<file path="src/rtl/nes_clk_pkg.sv">
// ---------------------------------------------------------------------------
// nes_clk_pkg
// Shared definitions for the NES PLL clock sequencer:
//   STATE_W  - width of the debug state code
//   state_e  - FSM state codes (S_RESET=0 .. S_FAIL=4); codes 5-7 are unused
//   max3     - helper used to size the shared cycle counter
// ---------------------------------------------------------------------------
package nes_clk_pkg;

  localparam int STATE_W = 3;

  typedef enum logic [STATE_W-1:0] {
    S_RESET     = 3'd0,
    S_WAIT_LOCK = 3'd1,
    S_SETTLE    = 3'd2,
    S_RUN       = 3'd3,
    S_FAIL      = 3'd4
  } state_e;

  function automatic int unsigned max3(input int unsigned a,
                                       input int unsigned b,
                                       input int unsigned c);
    int unsigned m;
    m = (a > b) ? a : b;
    return (m > c) ? m : c;
  endfunction

endpackage

</file>
<file path="src/rtl/nes_bit_sync.sv">
// ---------------------------------------------------------------------------
// nes_bit_sync
// Two-flop synchronizer for a single asynchronous status bit.
// Ports:
//   clk  - destination clock
//   rst  - synchronous, active-high; clears both flops
//   d_i  - asynchronous input bit
//   q_o  - synchronized output (two clk edges of latency)
// ---------------------------------------------------------------------------
module nes_bit_sync (
  input  logic clk,
  input  logic rst,
  input  logic d_i,
  output logic q_o
);

  logic meta_q;
  logic sync_q;

  // NOTE: sequential state uses non-blocking assignments so every flop samples
  // the pre-edge value of the other; blocking here would collapse the chain
  // into a single flop.
  always_ff @(posedge clk) begin
    if (rst) begin
      meta_q <= 1'b0;
      sync_q <= 1'b0;
    end else begin
      meta_q <= d_i;
      sync_q <= meta_q;
    end
  end

  assign q_o = sync_q;

endmodule

</file>
<file path="src/rtl/nes_clk_sequencer.sv">
// ---------------------------------------------------------------------------
// nes_clk_sequencer
// Power-up / recovery sequencer for the NES PLL. Pulses the PLL reset, waits
// for a qualified lock (timeout + bounded retries), holds downstream logic in
// reset for a settle window, then supervises lock during operation.
// Ports:
//   clk             - PLL reference clock (only clock)
//   rst             - synchronous, active-high reset
//   pll_locked      - PLL LOCKED, asynchronous to clk
//   force_restart   - single-cycle pulse: restart and clear retry_count
//   pll_rst         - PLL reset
//   sys_rst         - downstream reset, active high
//   clk_ready       - high only in RUN
//   lock_fail       - high only in FAIL
//   retry_count     - failed attempts since last success / force_restart
//   lock_lost_count - loss-of-lock events in RUN, saturating at 255
//   state           - current FSM state code (debug)
// ---------------------------------------------------------------------------
module nes_clk_sequencer
  import nes_clk_pkg::*;
#(
  parameter int unsigned RESET_CYCLES  = 16,
  parameter int unsigned LOCK_TIMEOUT  = 50000,
  parameter int unsigned SETTLE_CYCLES = 1024,
  parameter int unsigned MAX_RETRIES   = 4,
  parameter int unsigned LOSS_FILTER   = 4
) (
  input  logic               clk,
  input  logic               rst,
  input  logic               pll_locked,
  input  logic               force_restart,
  output logic               pll_rst,
  output logic               sys_rst,
  output logic               clk_ready,
  output logic               lock_fail,
  output logic [3:0]         retry_count,
  output logic [7:0]         lock_lost_count,
  output logic [STATE_W-1:0] state
);

  localparam int unsigned CNT_MAX = max3(RESET_CYCLES, LOCK_TIMEOUT, SETTLE_CYCLES);
  localparam int          CNT_W   = $clog2(CNT_MAX) + 1;
  localparam int          LOSS_W  = $clog2(LOSS_FILTER + 1);

  logic              sync_locked;
  state_e            state_q, state_d;
  logic [CNT_W-1:0]  cnt_q, cnt_d;
  logic [LOSS_W-1:0] loss_q, loss_d;
  logic [3:0]        retry_q, retry_d;
  logic [7:0]        lost_q, lost_d;
  logic              attempt_fail;
  logic              pll_rst_q, sys_rst_q, clk_ready_q, lock_fail_q;

  nes_bit_sync u_lock_sync (
    .clk (clk),
    .rst (rst),
    .d_i (pll_locked),
    .q_o (sync_locked)
  );

  // Next-state logic.
  always_comb begin
    // NOTE: every signal driven here gets a default first, so no path through
    // the case leaves it unassigned and no latch is inferred.
    state_d      = state_q;
    cnt_d        = cnt_q + CNT_W'(1);
    retry_d      = retry_q;
    lost_d       = lost_q;
    loss_d       = '0;
    attempt_fail = 1'b0;

    unique case (state_q)
      S_RESET: begin
        if (cnt_q == CNT_W'(RESET_CYCLES - 1)) begin
          state_d = S_WAIT_LOCK;
          cnt_d   = '0;
        end
      end
      S_WAIT_LOCK: begin
        if (sync_locked) begin
          state_d = S_SETTLE;
          cnt_d   = '0;
        end else if (cnt_q == CNT_W'(LOCK_TIMEOUT - 1)) begin
          attempt_fail = 1'b1;
        end
      end
      S_SETTLE: begin
        // Any dropout during settle discards the attempt like a timeout.
        if (!sync_locked) begin
          attempt_fail = 1'b1;
        end else if (cnt_q == CNT_W'(SETTLE_CYCLES - 1)) begin
          state_d = S_RUN;
          cnt_d   = '0;
          retry_d = '0;
        end
      end
      S_RUN: begin
        cnt_d = '0;
        // loss_d defaults to 0, so any locked sample restarts the filter.
        if (!sync_locked) begin
          if (loss_q == LOSS_W'(LOSS_FILTER - 1)) begin
            lost_d  = (lost_q == 8'hFF) ? lost_q : lost_q + 8'd1;
            state_d = S_RESET;
          end else begin
            loss_d = loss_q + LOSS_W'(1);
          end
        end
      end
      S_FAIL: begin
        cnt_d = '0;
      end
      default: begin
        state_d = S_RESET;
        cnt_d   = '0;
      end
    endcase

    if (attempt_fail) begin
      retry_d = retry_q + 4'd1;
      cnt_d   = '0;
      state_d = (retry_q + 4'd1 == 4'(MAX_RETRIES)) ? S_FAIL : S_RESET;
    end

    // A restart overrides any same-cycle timeout or loss event; the loss
    // counter is left untouched in that case.
    if (force_restart) begin
      state_d = S_RESET;
      cnt_d   = '0;
      retry_d = '0;
      lost_d  = lost_q;
      loss_d  = '0;
    end
  end

  // State, counters and registered outputs. Outputs decode state_d so they
  // switch on the same edge as the state register.
  always_ff @(posedge clk) begin
    if (rst) begin
      state_q     <= S_RESET;
      cnt_q       <= '0;
      loss_q      <= '0;
      retry_q     <= '0;
      lost_q      <= '0;
      pll_rst_q   <= 1'b1;
      sys_rst_q   <= 1'b1;
      clk_ready_q <= 1'b0;
      lock_fail_q <= 1'b0;
    end else begin
      state_q     <= state_d;
      cnt_q       <= cnt_d;
      loss_q      <= loss_d;
      retry_q     <= retry_d;
      lost_q      <= lost_d;
      pll_rst_q   <= (state_d == S_RESET) || (state_d == S_FAIL);
      sys_rst_q   <= (state_d != S_RUN);
      clk_ready_q <= (state_d == S_RUN);
      lock_fail_q <= (state_d == S_FAIL);
    end
  end

  assign pll_rst         = pll_rst_q;
  assign sys_rst         = sys_rst_q;
  assign clk_ready       = clk_ready_q;
  assign lock_fail       = lock_fail_q;
  assign retry_count     = retry_q;
  assign lock_lost_count = lost_q;
  assign state           = state_q;

endmodule
</file>
<file path="config.mk">
export PLATFORM = sky130hd
export DESIGN_NAME = nes_clk_sequencer
export DESIGN_NICKNAME = d
export VERILOG_FILES = /design/src/rtl/nes_clk_pkg.sv /design/src/rtl/nes_bit_sync.sv /design/src/rtl/nes_clk_sequencer.sv
export SDC_FILE = /design/constraint.sdc
export NUM_CORES = 1
export LEC_CHECK = 0
export ABC_AREA = 1
export CAP_MARGIN = 0
export CORE_MARGIN = 2
export CORE_UTILIZATION = 55
export CTS_CLUSTER_DIAMETER = 30
export DETAILED_ROUTE_END_ITERATION = 16
export MAX_ROUTING_LAYER = met4
export PLACE_DENSITY = 0.76
export SLEW_MARGIN = 15
export SYNTH_ARGS = -nofsm -noshare
export SYNTH_HDL_FRONTEND = slang
export SYNTH_SLANG_ARGS = --single-unit
</file>
<file path="constraint.sdc">
create_clock -name clk -period 3.2 [get_ports clk]
set_clock_uncertainty 0.1 [all_clocks]
set_input_delay 0.64 -clock clk [delete_from_list [all_inputs] [get_ports clk]]
set_output_delay 0.64 -clock clk [all_outputs]
set_load 0.01 [all_outputs]
</file>
==> out/results.tsv <==
stage	metric	value	unit
outcome	outcome	complete, no violations	
global_routing	grt_pass1_vias	1740	
synthesis	avgSynthCellArea	7.304	µm²
hold_path	worstHoldEndpoint	u_lock_sync.q_o	
placement	dpl.hpwl	3124	µm
floorplanning	core	3716	µm²
worst_setup_path	r2r-start	cnt_q[0]	
cts	postCtsHoldBufs	0	
power_and_ir_drop	power_frac_comb	0.026	
floorplanning	die_h	66.59	µm
global_routing	antenna_found_initial	0	
worst_setup_path	r2r_setup_slack	1.39	ns
timing	relSlewSlack	0.7306	
timing	tightest_slew	0.4040	ns
layout	num-fill-cells	335	
placement	io_buffers	22	
synthesis	ys.flop_type	dfxtp_1	
synthesis	yosys_warnings	0	
power_and_ir_drop	p_switching	0.2120	mW
cts	cts_root_buf	clkbuf_8	
synthesis	synth-compound-area-share	0.04936	
floorplanning	io_pins	23	
synthesis	synth_edf_count	0	
power_and_ir_drop	seq_power_share	0.580	
worst_setup_path	cpPeakStageDelay	0.59	ns
floorplanning	die_area	4434	µm²
floorplanning	num_rows	22	
worst_setup_path	crit_fanout	7	
power_and_ir_drop	irDropWorstVdd	281.1	µV
detailed_routing	vias_per_cell	5.003	
floorplanning	initial_core_util	0.5798	
layout	layout.nets	331	
cts	cts_buffers	5	
worst_setup_path	crit_family	buffers and inverters	
worst_setup_path	end_kind	output pin	
synthesis	ys_types	27	
synthesis	synth_area_leader_cell	dfxtp_1	
synthesis	synthCells	295	
detailed_routing	vias	1856	
hold_path	whs_path_depth	2	
cts	cts_resized	0	
detailed_routing	finalWirelength	4225	µm
detailed_routing	wl_per_cell	11.39	µm
hold_path	hold_start	u_lock_sync.meta_q	
cts	cts_tree	done	
power_and_ir_drop	power.density	354.6	nW/µm²
worst_setup_path	worst_ep_required_time	2.46	ns
synthesis	seq_area_frac_synth	0.3810	
timing	fmax	473.7	MHz
global_routing	grt_max_degree	15	
timing	setup_viol	0	
synthesis	synth.mux.area_fraction	0	
worst_setup_path	reg2reg_depth	8	
worst_setup_path	crit_slowest_cell	clkdlybuf4s50_1	
detailed_routing	dr.pass1.iters	4	
worst_setup_path	reg2reg_to	cnt_q[13]	
placement	gp_congestion	0.9317	
flow_run	drv_cap	0	
synthesis	synthSimpleGateAreaFrac	0.3885	
timing	hold_violations	0	
synthesis	ys_seq_elements	41	
timing	finalMaxSlewViolations	0	
timing	finalSetupTns	0	ns
cts	cts_max_path_buffers	2	
synthesis	synth_top_area_frac	0.3810	
worst_setup_path	worstPathArrival	1.37	ns
timing	post-route-min-period	2.111	ns
global_routing	grtUsageTotal	0.2202	
detailed_routing	drtIter0Drc	154	
worst_setup_path	path_buf_inv	1	
cts	post_cts_buffers	0	
synthesis	synth_area_leaders	dfxtp_1, nand2_1, inv_1, nand3_1, nor2_1	
synthesis	synth_top_family_by_area	simple AND/OR/NAND/NOR gates	
worst_setup_path	crit_path_start_kind	flip-flop	
detailed_routing	drcViolationCount	0	
cts	h-tree-depth	2	
power_and_ir_drop	p_leak	1.054	nW
synthesis	netlist_area	2155	µm²
synthesis	synthArstFlopShare	0	
detailed_routing	ant_nets	0	
synthesis	synthTopCellsByCount	nand2_1, dfxtp_1, inv_1	
synthesis	synth_xor_area_frac	0.06098	
layout	diodes	0	
synthesis	syn-num-nets	304	
cts	clock_latency	0.30	ns
layout	final_util	0.6731	
power_and_ir_drop	p_int	0.6748	mW
layout	area_delta_synth_final	16.09	%
timing	rsz0062_at_grt	false	
synthesis	synth_fa_ha_area_frac	0.02904	
timing	period_share	0.6597	
synthesis	synth.most_common_cell	nand2_1	
power_and_ir_drop	clock_power_share	0.394	
hold_path	hp-class	reg2reg	
worst_setup_path	path_cells	clkdlybuf4s50_1	
global_routing	overflow	0	
layout	drive_above_1_share	0.1393	
power_and_ir_drop	p_sw_frac	0.2390	
floorplanning	die_x	66.59	µm
cts	cts_sinks	41	
global_routing	grt_pass1_wl	7362	µm
worst_setup_path	critPathKind	reg2out	
cts	path_clk_slew	0.09	ns
==> cell type report <==
cell class,instances,area (µm²),share of cell area
clock buffers,5,68.82,0.02751
clock inverters,3,21.27,0.008504
inverters,46,172.7,0.06903
multi-input cells,206,1137,0.4547
flip-flops and latches,41,820.8,0.3282
well taps,48,60.06,0.02401
repair buffers,22,220.2,0.08804
==> per-layer routing <==
layer | vias to the layer above | wire length (µm) | share of wire | track usage
li1 | 986 | - | - | -
met1 | 817 | 2143 | 0.51 | 0.2763
met2 | 44 | 1830 | 0.43 | 0.3563
met3 | 9 | 195 | 0.046 | 0.04561
met4 | 0 | 56 | 0.013 | 0.06888
met5 | - | 0 | 0 | -
==> how the worst max path moves through the flow <==
stage / slack (ns) / start / depth (start not counted) / to
6_report: 1.09 / state[2] / 1 / state[2]
5_1_grt: 1.06 / state[2] / 1 / state[2]
4_1_cts: 1.09 / state[2] / 1 / state[2]
3_5_place_dp: 1.09 / rst / 6 / cnt_q[13]
3_3_place_gp: 1.13 / force_restart / 7 / lock_lost_count[5]
2_1_floorplan: 1.59 / cnt_q[0] / 9 / cnt_q[12]
==> power by group through the flow <==
stage / Sequential, mW / Clock [mW] / Combinational, mW
final: 0.514 / 0.349 / 0.0235
after global routing: 0.515 / 0.374 / 0.0268
after CTS: 0.514 / 0.353 / 0.0238
after detailed placement: 0.526 / 0 / 0.0237
after global placement: 0.526 / 0 / 0.0232
after floorplan: 0.526 / 0 / 0.0192
==> logic make-up (layout without fill, tap and decap cells) <==
logic type / count (synthesis) / count (layout)
and+or+nand+nor: 166 / 166
buffers and inverters: 48 / 76
DFF: 41 / 41
AOI/OAI and AO/OA: 20 / 20
xor gates and xnor gates: 15 / 15
adders and majority gates: 5 / 5
==> layout by cell type (no fill, tap or decap), types with 2 or more instances in the layout <==
| cell | Yosys | final |
|---|---|---|
| a21oi_1 | 13 | 13 |
| clkbuf_8 | 0 | 5 |
| clkdlybuf4s50_1 | 0 | 22 |
| dfxtp_1 | 41 | 41 |
| ha_1 | 5 | 5 |
| inv_1 | 39 | 39 |
| inv_2 | 7 | 7 |
| nand2_1 | 56 | 56 |
| nand2_2 | 4 | 4 |
| nand2_4 | 3 | 3 |
| nand3_1 | 29 | 29 |
| nand3_2 | 2 | 2 |
| nand3_4 | 2 | 2 |
| nand3b_1 | 3 | 3 |
| nand4_1 | 9 | 9 |
| nor2_1 | 37 | 37 |
| nor2_2 | 15 | 15 |
| nor3_1 | 3 | 3 |
| o21ai_0 | 4 | 4 |
| xnor2_1 | 5 | 5 |
| xor2_1 | 10 | 10 |
==> worst min-delay path: stages, from the launching register on <==
cell and delay [ns]:
dfxtp_1 0.30, inv_1 0.04, nor2_1 0.03
==> registers in the layout, indices dropped and copies added, names as in the netlist <==
register            cells
state                   3
sys_rst                 1
retry_count             4
u_lock_sync.q_o         1
clk_ready               1
lock_fail               1
u_lock_sync.meta_q      1
loss_q                  3
pll_rst                 1
cnt_q                  17
lock_lost_count         8
==> stage by stage <==
stage | setup slack [ns] | instance area (µm²) | std cells | hold WS [ns] | total power [mW]
detailed placement | 1.086 | 2411 | 363 | 0.2944 | 0.5498
finish | 1.089 | 2501 | 371 | 0.3065 | 0.8868
CTS | 1.094 | 2501 | 371 | 0.3073 | 0.8908
global route | 1.060 | 2501 | 371 | 0.3242 | 0.9152
global placement | 1.129 | 2411 | 363 | 0.2884 | 0.5492
floorplan | 1.592 | 2155 | 295 | 0.2883 | 0.5449
Note: power is estimated with default switching activity, not from simulation.
